$ cat src/rtl/jtflane_pcm_sched.sv
// ---------------------------------------------------------------------------
// jtflane_pcm_sched
//
// Shares one 8-bit SDRAM ROM slot between the four PCM sample channels
// (A-D). Each channel owns a one-byte tagged cache with its own cs/ok
// handshake. Cache misses are sent to the SDRAM slot one at a time and
// granted in round-robin order.
//
// Parameters
//   AW        channel byte-address width
//
// Ports
//   clk       system clock (24 MHz domain)
//   rst       synchronous, active-high reset
//   ch_addr   channel addresses, channel i at [i*AW +: AW]
//   ch_cs     channel read requests
//   ch_dout   channel data, channel i at [i*8 +: 8]
//   ch_ok     channel data valid for the current ch_addr
//   rom_cs    SDRAM slot request
//   rom_ch    channel being fetched (region offset added by the top level)
//   rom_addr  fetch byte address
//   rom_data  slot data
//   rom_ok    slot data valid for rom_addr
// ---------------------------------------------------------------------------
module jtflane_pcm_sched #(
    parameter int AW = 19
) (
    input  logic              clk,
    input  logic              rst,
    input  logic [4*AW-1:0]   ch_addr,
    input  logic [3:0]        ch_cs,
    output logic [31:0]       ch_dout,
    output logic [3:0]        ch_ok,
    output logic              rom_cs,
    output logic [1:0]        rom_ch,
    output logic [AW-1:0]     rom_addr,
    input  logic [7:0]        rom_data,
    input  logic              rom_ok
);

    // GUARD exists because rom_ok from the previous address may still be
    // high in the cycle after a new request is issued.
    typedef enum logic [1:0] {
        IDLE  = 2'd0,
        GUARD = 2'd1,
        WAIT  = 2'd2
    } state_t;

    state_t          state;
    state_t          next_state;

    // Per-channel one-byte cache
    logic [AW-1:0]   tag   [4];
    logic [7:0]      data  [4];
    logic [3:0]      valid;

    logic [AW-1:0]   addr  [4];
    logic [3:0]      hit;
    logic [3:0]      in_flight;
    logic [3:0]      miss;

    logic [1:0]      ptr;
    logic [1:0]      grant;
    logic            any_miss;
    logic            do_grant;
    logic            do_fill;

    // Unpack the flat channel address bus and present the cached bytes.
    // ch_dout always shows the cache contents; ch_ok tells the chip whether
    // that byte belongs to the address it is asking for right now.
    always_comb begin
        for (int i = 0; i < 4; i++) begin
            addr[i]           = ch_addr[i*AW +: AW];
            ch_dout[i*8 +: 8] = data[i];
        end
    end

    // Hit/miss classification. A channel whose fetch is already in flight
    // is not a new miss, even if its address moved away from the latched
    // one; it is re-evaluated once the FSM returns to IDLE.
    always_comb begin
        for (int i = 0; i < 4; i++) begin
            hit[i]       = ch_cs[i] & valid[i] & (tag[i] == addr[i]);
            in_flight[i] = rom_cs & (rom_ch == 2'(i));
            miss[i]      = ch_cs[i] & ~hit[i] & ~in_flight[i];
        end
    end

    assign ch_ok = hit;

    // Round-robin search starting at ptr and wrapping modulo 4. The first
    // channel found with a pending miss wins.
    always_comb begin
        logic [1:0] idx;
        grant    = ptr;
        any_miss = 1'b0;
        idx      = ptr;
        for (int k = 0; k < 4; k++) begin
            idx = ptr + 2'(k);
            if (!any_miss && miss[idx]) begin
                grant    = idx;
                any_miss = 1'b1;
            end
        end
    end

    // Next-state logic. do_grant launches a new fetch, do_fill writes the
    // returned byte into the fetched channel's cache entry. rom_ok is only
    // looked at in WAIT.
    always_comb begin
        next_state = state;
        do_grant   = 1'b0;
        do_fill    = 1'b0;
        case (state)
            IDLE: begin
                if (any_miss) begin
                    do_grant   = 1'b1;
                    next_state = GUARD;
                end
            end
            GUARD: begin
                next_state = WAIT;
            end
            WAIT: begin
                if (rom_ok) begin
                    do_fill    = 1'b1;
                    next_state = IDLE;
                end
            end
            default: begin
                next_state = IDLE;
            end
        endcase
    end

    // State register plus the fetch request and the cache arrays.
    // rom_addr/rom_ch only change on a grant, so they stay stable for the
    // whole time rom_cs is high. A fill only touches the entry of rom_ch,
    // so hits on the other channels keep being served during a fetch.
    always_ff @(posedge clk) begin
        if (rst) begin
            state    <= IDLE;
            rom_cs   <= 1'b0;
            rom_ch   <= 2'd0;
            rom_addr <= '0;
            ptr      <= 2'd0;
            valid    <= 4'd0;
            for (int i = 0; i < 4; i++) begin
                tag[i]  <= '0;
                data[i] <= 8'd0;
            end
        end else begin
            state <= next_state;
            if (do_grant) begin
                rom_cs   <= 1'b1;
                rom_ch   <= grant;
                rom_addr <= addr[grant];
                ptr      <= grant + 2'd1;
            end
            if (do_fill) begin
                tag[rom_ch]   <= rom_addr;
                data[rom_ch]  <= rom_data;
                valid[rom_ch] <= 1'b1;
                rom_cs        <= 1'b0;
            end
        end
    end

endmodule

$ cat config.mk
export PLATFORM = sky130hd
export DESIGN_NAME = jtflane_pcm_sched
export DESIGN_NICKNAME = d
export VERILOG_FILES = /design/src/rtl/jtflane_pcm_sched.sv
export SDC_FILE = /design/constraint.sdc
export NUM_CORES = 1
export LEC_CHECK = 0
export CAP_MARGIN = 40
export CORE_AREA = 2 2 126 159
export CTS_BUF_LIST = sky130_fd_sc_hd__clkbuf_4
export DETAILED_ROUTE_END_ITERATION = 10
export DIE_AREA = 0 0 128 161
export PLACE_DENSITY_LB_ADDON = 0.05
export SYNTH_ARGS = -nofsm -noshare
export SYNTH_HDL_FRONTEND = slang
export SYNTH_SLANG_ARGS = --single-unit
$ cat constraint.sdc
create_clock -name clk -period 4.88 [get_ports clk]
set_input_delay 0.732 -clock clk [delete_from_list [all_inputs] [get_ports clk]]
set_output_delay 0.732 -clock clk [all_outputs]
set_load 0.02 [all_outputs]
# Word-level counts from Yosys, hierarchy flattened
# Memory sizes are Yosys's and may differ from the RTL's.
# Index checks and enable logic that the tools add are counted.
# word_totals
ff_bits,30
ramBits,108
input_bits,91
output_inout_bits,58
wordCells,111
n_memories,2
# classes
add_sub_neg,4
n_lt_le_gt_ge,7
eq_ne,11
mux,38
n_bitwise,30
n_reduce_logical,13
# mem_list
memory,words,width,read_ports,rd_clocked_by_memory_dff,write_ports,line_no,rtl
tag,4,19,4,0,4,53,logic [AW-1:0] tag [4];
data,4,8,4,0,4,54,logic [7:0] data [4];
# ops
operator,n
19-bit equality test,4
19-bit 2-to-1 mux,3
19-bit binary-select mux with 2-bit select,1
1-bit AND,20
1-bit 2-to-1 mux,20
19-bit OR reduction,1
2-bit by 3-bit less-than comparator with 1-bit output (second input constant),5
2-bit 2-to-1 mux,7
1-bit binary-select mux with 2-bit select,4
8-bit 2-to-1 mux,1
1-bit inverter,8
8-bit OR reduction,1
2-bit equality test (second input constant),3
2-bit one-hot mux with 3 select lines,1
2-bit by 1-bit adder with 2-bit output (second input constant),2
2-bit adder (second input constant),2
2-bit by 1-bit equality test with 1-bit output (second input constant),2
1-bit logical AND,4
2-bit zero test,2
2-bit != test (second input constant),2
4-bit OR,1
3-bit >= comparator (second input constant),1
1-bit zero test,3
2-bit inverter with 3-bit output,1
other kinds (4),4

# Logic depth before layout (Yosys ltp)
# Gate-level depths: netlist of the first run.
# depth
word_depth,21
ltp_mapped,10
depth_no_buf,8

# Worst setup path after synthesis of the first run
# Ideal clock, no wire load.
# synth_timing
path_kind,register -> register
startpoint,register rom_ch[1]
endpoint,"memory data[2][0], enable pin"
arrival_ns,2.870
required_ns,4.431
slack_ns,1.562
stages_incl_launch_ff,4
synth_period_minus_slack_ns,3.318
path_cell_list,dfxtp_1 -> nand2b_1 -> clkbuf_1 -> o21ai_0
# synth_lines
item,line_no,rtl
"start, declared",35,"output logic [1:0] rom_ch,"
"start signal, assigned",156,rom_ch <= grant;
"end, declared",54,

# Worst setup path in the final report of the first run
# layout_timing
startpoint,input ch_addr[2]
endpoint,output ch_ok[0]
# layout_via
elab_chain_len,2
# layout_lines
item,line_no,rtl
"start, declared",30,"input logic [4*AW-1:0] ch_addr,"
19-bit equality test,83,hit[i] = ch_cs[i] & valid[i] & (tag[i] == addr[i]);
1-bit AND,83,
"end, declared",33,"output logic [3:0] ch_ok,"
# No other way between the ends.

==> flow_summary.toml, run 1 <==
[synthesis]
netlist_area_um2 = 6600
syn-mean-instance-area_um2 = 12.5
yosysSeqAreaShare_pct = 58.2
synth_top_area_cell = "edfxtp_1"
synth_edf_count = 108
synth_ff_type = "edfxtp_1"
synthCells = 527
synthTopCellsByArea = "edfxtp_1 (49%), dfxtp_1 (9.1%), xor2_1 (7.0%)"
synth_top_cells_by_count = "edfxtp_1 (108), and3_1 (58), xor2_1 (53)"
synthArstFlopShare_pct = 0
synthDistinctLibCells = 46
yosysMostFrequentCell = "edfxtp_1"
ys.warnings.count = 0
ys_ff_latch = 138
syn-num-nets = 618
synth_top_area_share_pct = 49.1

[timing]
period_share_pct = 74.8
slew_violations = 0
tns_ns = 0
worst_slew_pin_slew_ns = 0.855
clock_skew_ns = 0.0162
clock.fmax_mhz = 274
relSlewSlack_pct = 43.0
rsz0062_at_grt = "false"
worst_slack_ns = 1.23
final-setup-viol-count = 0
final_hold_viol_count = 0
post-route-min-period_ns = 3.65
hold_ws_ns = 0.476

[route]
drc_errors = 0
postRouteAntennaNets = 0
vias = 4702
avgRoutedWirePerCell_um = 21.6
vias_per_cell = 5.04
wirelength_um = 20200
dr.pass1.iters = 4
drt_iter0_markers = 326

[clock_tree]
cts_buffers = 17
cts_resized = 0
clockBufferDepth = 2
cts-root-buf = "clkbuf_4"
htreeDepth = 4
cts_tree = "built"
clock_latency_ns = 0.55
ctsHoldBuffers = 0
post_cts_buffers = 0
clock-sinks = 138
path_clk_slew_ns = 0.11

[die]
io_pins = 149
die_width_um = 128
initial_core_util_pct = 34.5
row_count = 57
die-area_um2 = 20600
core_um2 = 19100
die_h_um = 161

[outcome]
outcome = "completed"

[final_layout]
fin_area_um2 = 8670
fin_nets = 774
stdcell_count = 933
syn_to_final_growth_pct = 31.3
fill_cells = 1780
drive_gt1_share_pct = 10.2

[placement]
gp_congestion = 0.787
port-buffer-count = 148
post_dp_cell_area_um2 = 8400
hpwlAfterDp_um = 15200
pre_cts_ws_ns = 0.847
placed_cells = 900

[global_route]
grt_pass1_vias = 5068
gr-usage-all-layers_pct = 20.1
grt_max_degree = 37
overflow = 0
grt_antenna_before_repair = 1
grt_pass1_wl_um = 30400

[pwr]
power.density_nw_per_um2 = 345
leakagePower_nw = 3.42
vdd_drop_max_v = 0.000143

[setup_path]
critPathTopFamily = "buffers and inverters"
critical_path.most_common_cell = "clkdlybuf4s50_1"
r2r_slack_ns = 1.46
crit_buf_inv = 2
max_stage_delay_ns = 0.66
end_kind = "output pin"
required_ns = 4.15
cp.arrival_ns = 2.92
slowest_stage = "clkdlybuf4s50_1"
path_class = "input pin to output pin"
cp_cell_sequence = "clkdlybuf4s50_1, xor2_1, nor4_1, nand3_1, nor2_1, clkdlybuf4s50_1"
worst-path-max-fanout = 3
start_kind = "input pin"

[run]
cap_violations = 0

[min_path]
hold_path.class = "register to register"
sequential cells by signal (all words and copies together) (netlist names):
signal	cells
tag	76
data	32
rom_addr	19
valid	4
ptr	2
rom_ch	2
state	2
rom_cs	1
worst reg2reg max path, cell delays in order, from the launching register on:
cell and delay (ns):
dfxtp_1 0.52, nand2b_1 0.58, o21ai_0 0.27, a31oi_1 0.43, o221ai_1 0.26, a21oi_4 0.52
buf_12 0.29, mux2i_1 0.31, o221ai_2 0.12
layout make-up:
class	count	area, um2	area share, %
Inverter	13	48.8	0.563
Antenna cell	1	2.50	0.0289
Tap cell	236	295	3.41
Timing Repair Buffer	163	1630	18.9
Multi-Input combinational cell	350	2570	29.7
Clock inverter	10	101	1.17
Sequential cell	138	3840	44.4
Clock buffer	22	165	1.91
cells by family (layout without fill, tap and decap cells):
| logic type | count (synthesis) | after routing | share of synthesized area (%) |
|---|---|---|---|
| multiplexers | 41 | 41 | 6.22 |
| flip-flops | 138 | 138 | 58.2 |
| XOR/XNOR | 77 | 77 | 10.2 |
| buffers and inverters | 39 | 208 | 3.15 |
| AO/OA/AOI/OAI | 47 | 47 | 7.35 |
| AND/OR/NAND/NOR | 185 | 185 | 14.8 |
| other | 0 | 1 | 0 |
routing by layer:
layer	part of all wire [%]	vias to the layer above	track usage, %
li1	-	2257	-
met1	44	2284	25.4
met2	49	143	33.6
met3	5.8	18	5.47
met4	1.6	0	5.94
met5	0	-	0
worst paths after layout:
| path | to | from | cells past startpoint |
|---|---|---|---|
| worst max-delay path | ch_ok[0] | ch_addr[2] | 6 |
| worst min register to register | valid[2] | valid[2] | 1 |
| worst max register to register | rom_addr[0] | rom_ch[1] | 8 |
| worst min-delay path | valid[2] | valid[2] | 1 |
layout by cell type, fill, tap and decap left out, types with 12 or more instances in the layout:
master and n:
clkdlybuf4s50_1 148, xor2_1 53, and3_1 58, edfxtp_1 108, xnor2_1 24, nor2_1 34, nor4_1 14, nand2_1 35
dfxtp_1 30, buf_4 12, clkbuf_4 22, and2_1 19, mux2i_1 41, inv_1 13
report_power, final:
group	switching (W)	internal (W)
sequential	0.000116	0.00136
clock	0.000414	0.000325
combinational	0.000427	0.000352
through the flow:
stage	util, %	total power (W)
final	45.3	0.00299
after global routing	45.3	0.00313
after CTS	45.3	0.00303
after detailed placement	43.9	0.00229
after global placement	43.7	0.00227
after floorplan	-	0.00190
(Power assumes the default switching activity.)
==> inputs of run 2 (changes only) <==
==> constraint.sdc (replaced) <==
create_clock -name clk -period 3.25 [get_ports clk]
set_input_delay 0.4875 -clock clk [delete_from_list [all_inputs] [get_ports clk]]
set_output_delay 0.4875 -clock clk [all_outputs]
set_load 0.02 [all_outputs]
==> run 2 against run 1 <==
  * Setup slack worse by 1.1 ns
  * Count of clock-buffer cells in the layout is 1 lower
  * Cell count is 5.9% higher
  * Register-to-register slack worse by 0.98 ns
  * Combinational power is 67% higher
  * Sequential share of layout area is 2.4 points lower
  * Routed wire length is 0.93% higher
  * Via count is 3.9% higher
==> flow_summary.toml, run 2 (synthesized netlist as in run 1, its figures left out) <==
[global_route]
grt_pass1_wl_um = 31000
overflow = 0
grt_max_degree = 50
grt_antenna_before_repair = 1
gr-usage-all-layers_pct = 20.3
grt_pass1_vias = 5258

[clock_tree]
clock_latency_ns = 0.53
cts_tree = "built"
ctsHoldBuffers = 0
path_clk_slew_ns = 0.11
clock-sinks = 138
post_cts_buffers = 0
cts_buffers = 17
cts-root-buf = "clkbuf_4"
htreeDepth = 4
clockBufferDepth = 2

[final_layout]
fill_cells = 1783
drive_gt1_share_pct = 17.4
top_regs = "tag x76, data x32, rom_addr x19"
layout_commonest_cell = "clkdlybuf4s50_1"
mostFrequentLayoutCells = "clkdlybuf4s50_1 (146), edfxtp_1 (108), buf_4 (64), and3_1 (58), xor2_1 (53)"
fin_nets = 830
largest_register = "tag"
syn_to_final_growth_pct = 38.7
final_util_pct = 47.9
largest_reg_flops = 76

[placement]
port-buffer-count = 148
pre_cts_ws_ns = -0.271
hpwlAfterDp_um = 15400
gp_congestion = 0.847

[pwr]
finalPower_w = 0.00461
vdd_drop_max_v = 0.000226
clockPowerShare_pct = 23.5
swShare_pct = 31.8
p_int_w = 0.00314
power.density_nw_per_um2 = 503
pwr-share-comb_pct = 28.2
leakagePower_nw = 3.73
seqPwrFrac_pct = 48.2
p_sw_w = 0.00146

[setup_path]
cp.arrival_ns = 2.60
worst-path-max-fanout = 2
start_kind = "input pin"
path_class = "input pin to output pin"
end_kind = "output pin"
required_ns = 2.76

[timing]
rsz0062_at_grt = "false"
worst_slew_pin_slew_ns = 0.666
relSlewSlack_pct = 55.6
clock_skew_ns = 0.0147
hold_ws_ns = 0.470
clock.fmax_mhz = 324
final-setup-viol-count = 0
worst_slack_ns = 0.162
final_hold_viol_count = 0
post-route-min-period_ns = 3.09
tns_ns = 0
period_share_pct = 95.0
slew_violations = 0

[die]
die-area_um2 = 20600
io_pins = 149
die_h_um = 161
initial_core_util_pct = 34.5
core_um2 = 19100
die_width_um = 128
row_count = 57

[route]
drt_iter0_markers = 270
wl_met1_um = 8850
dr.pass1.iters = 5
vias_per_cell = 4.94
wl_met3_um = 1290
top_layer_used = "met4"
postRouteAntennaNets = 0
wirelength_um = 20400
drc_errors = 0
vias = 4884
avgRoutedWirePerCell_um = 20.6
route.met2.wl_um = 10100

[outcome]
outcome = "completed"

[run]
cap_violations = 0

[min_path]
hold_path.class = "register to register"
run 2: layout make-up:
cell class                 instances  area (um2)  share of cell area [%]
timing repair buffer             219        2100                    23.0
tap                              236         295                    3.22
multi-input combinational        350        2610                    28.4
clock buffer                      21         158                    1.72
inverter                          13        48.8                   0.533
clock inverter                    10         103                    1.12
antenna                            1        2.50                  0.0273
sequential                       138        3840                    42.0
run 2: worst max-delay path: stages:
cell	delay [ns]
clkdlybuf4s50_1	0.47
xnor2_1	0.27
nand4_1	0.15
nor3_2	0.22
buf_4	0.14
and3_1	0.23
clkdlybuf4s50_1	0.64
run 2: layer usage:
| layer | track usage, % | vias up |
|---|---|---|
| li1 | - | 2362 |
| met1 | 26.2 | 2353 |
| met2 | 34.2 | 159 |
| met3 | 5.63 | 10 |
| met4 | 4.55 | 0 |
| met5 | 0 | - |
run 2: worst paths after layout:
kind,start,endpoint,slack [ns],cells past startpoint
worst min register to register,valid[2],valid[2],0.47,1
worst min-delay path,valid[2],valid[2],0.47,1
worst max register to register,tag[2][12],rom_addr[13],0.48,10
worst max-delay path,ch_addr[28],ch_ok[1],0.16,7
run 2: per-stage QoR:
| step | instances | cell area [um2] |
|---|---|---|
| after global placement | 956 | 8860 |
| after floorplan | 527 | 6600 |
| after CTS | 987 | 9150 |
| after detailed placement | 956 | 8860 |
| after global routing | 988 | 9160 |
| final | 988 | 9160 |
run 2: power groups by stage:
stage               clock, W  sequential (W)  combinational, W
CTS                  0.00112         0.00222           0.00132
global placement           0         0.00226           0.00129
floorplan                  0         0.00229          0.000561
global route         0.00118         0.00225           0.00138
detailed placement         0         0.00226           0.00131
finish               0.00109         0.00222           0.00130
run 2: repair_timing:
item                                   in CTS  in global routing
setup endpoints to repair                   3                  1
endpoints found under the hold margin       0                  0
gates resized for setup                     5                  2
==> inputs of run 3 (changes only) <==
==> constraint.sdc (replaced) <==
create_clock -name clk -period 2.7 [get_ports clk]
set_input_delay 0.405 -clock clk [delete_from_list [all_inputs] [get_ports clk]]
set_output_delay 0.405 -clock clk [all_outputs]
set_load 0.02 [all_outputs]
==> run 3 against run 2 <==
  * The flow now finishes with violations (negative setup slack)
  * Clock power grew 50%
  * Sequential power rose by 21%
  * Sequential share of layout area decreased by 4.8 points
  * First-iteration DRC count fell by 3.3%
  * Critical path type is now register to register
  * Critical endpoint is now rom_addr[12]
  * Highest routed layer unchanged
==> flow_summary.toml, run 3 (synthesized netlist as in run 1, its figures left out) <==
[clock_tree]
clock_latency_ns = 0.56
clockBufferDepth = 2
path_clk_slew_ns = 0.12
cts_tree = "built"
cts_buffers = 17
cts-root-buf = "clkbuf_4"
htreeDepth = 4
clock-sinks = 138
ctsHoldBuffers = 0

[final_layout]
fin_nets = 883
top_regs = "tag x76, data x32, rom_addr x19"
layout_commonest_cell = "clkdlybuf4s50_1"
fill_cells = 1718
mostFrequentLayoutCells = "clkdlybuf4s50_1 (144), edfxtp_1 (108), buf_4 (95), and3_1 (57), xor2_1 (52)"
largest_reg_flops = 76
drive_gt1_share_pct = 32.3
largest_register = "tag"
syn_to_final_growth_pct = 56.7

[pwr]
power.density_nw_per_um2 = 625
finalPower_w = 0.00647
vdd_drop_max_v = 0.000311
leakagePower_nw = 4.17

[die]
die-area_um2 = 20600
row_count = 57
io_pins = 149
die_width_um = 128
core_um2 = 19100
initial_core_util_pct = 34.5
die_h_um = 161

[global_route]
overflow = 0
grt_pass1_vias = 5686
grt_pass1_wl_um = 33700
grt_antenna_before_repair = 1
grt_max_degree = 50
gr-usage-all-layers_pct = 22.6

[timing]
relSlewSlack_pct = 47.4
final_hold_viol_count = 0
worst_slew_pin_slew_ns = 0.789
hold_ws_ns = 0.500
period_share_pct = 103
worst_slack_ns = -0.0737
slew_violations = 0
clock.fmax_mhz = 361
final-setup-viol-count = 19
tns_ns = -0.959
clock_skew_ns = 0.0178
rsz0062_at_grt = "true"
post-route-min-period_ns = 2.77

[min_path]
hold_path.class = "register to register"

[setup_path]
worst-path-max-fanout = 8
path_class = "register to register"
end_kind = "register"
cp.arrival_ns = 3.22
start_kind = "register"
required_ns = 3.15

[run]
cap_violations = 0

[route]
drc_errors = 0
drt_iter0_markers = 261
vias_per_cell = 5.00
avgRoutedWirePerCell_um = 22.0
vias = 5213
dr.pass1.iters = 6
wirelength_um = 22900
postRouteAntennaNets = 0

[placement]
gp_congestion = 0.863
pre_cts_ws_ns = -0.755
hpwlAfterDp_um = 15500
port-buffer-count = 148

[outcome]
outcome = "complete, but fails checks"
violations = "negative setup slack"
-- run 3: final cells by class --
type / instances / area, um2 / share of cell area, %
sequential: 138 / 3840 / 37.2
multi-input combinational: 350 / 3100 / 30.0
timing repair buffer: 272 / 2710 / 26.1
tap: 236 / 295 / 2.85
clock inverter: 12 / 200 / 1.93
clock buffer: 20 / 150 / 1.45
inverter: 13 / 48.8 / 0.472
antenna: 1 / 2.50 / 0.0242
-- run 3: timing repair --
action	CTS	global route
endpoints found under the setup margin	25	28
buffers inserted	20	4
resized for setup	92	50
gates cloned	9	3
endpoints found under the hold margin	0	0
pin swaps	18	24
-- run 3: final timing paths --
| path | from | end | slack, ns | depth (start not counted) |
|---|---|---|---|---|
| worst max-delay path | tag[2][12] | rom_addr[12] | -0.07 | 11 |
| worst min-delay path | valid[3] | valid[3] | 0.50 | 2 |
| worst min register to register | valid[3] | valid[3] | 0.50 | 2 |
| worst max register to register | tag[2][12] | rom_addr[12] | -0.07 | 11 |
-- run 3: power breakdown --
group / switching (W) / leakage [nW] / total, W / internal (W)
Clock: 0.000776 / 0.179 / 0.00163 / 0.000857
Combinational: 0.00104 / 2.63 / 0.00214 / 0.00110
Sequential: 0.000237 / 1.36 / 0.00269 / 0.00245
Total: 0.00205 / 4.17 / 0.00647 / 0.00441
-- run 3: layer usage --
layer  track usage, %  routed length, um
met1             27.9               9370
met2             38.6              11700
met3             4.70               1200
met4             8.84                673
met5                0                  0
-- run 3: worst max-delay path: stages (launching register included) --
cell      delay [ns]
edfxtp_1        0.40
xor2_1          0.16
nor4_2          0.34
nand3_2         0.17
buf_6           0.16
o221ai_4        0.23
o221ai_2        0.17
a21oi_4         0.27
buf_6           0.14
buf_12          0.17
mux2i_4         0.29
o221ai_2        0.13
-- run 3: metrics by stage --
stage | cell area [um2] | utilization, % | std cells
2_1_floorplan | 6600 | - | 527
3_3_place_gp | 9060 | 47.4 | 982
3_5_place_dp | 9060 | 47.4 | 982
4_1_cts | 10200 | 53.4 | 1042
5_1_grt | 10300 | 54.1 | 1042
6_report | 10300 | 54.1 | 1042
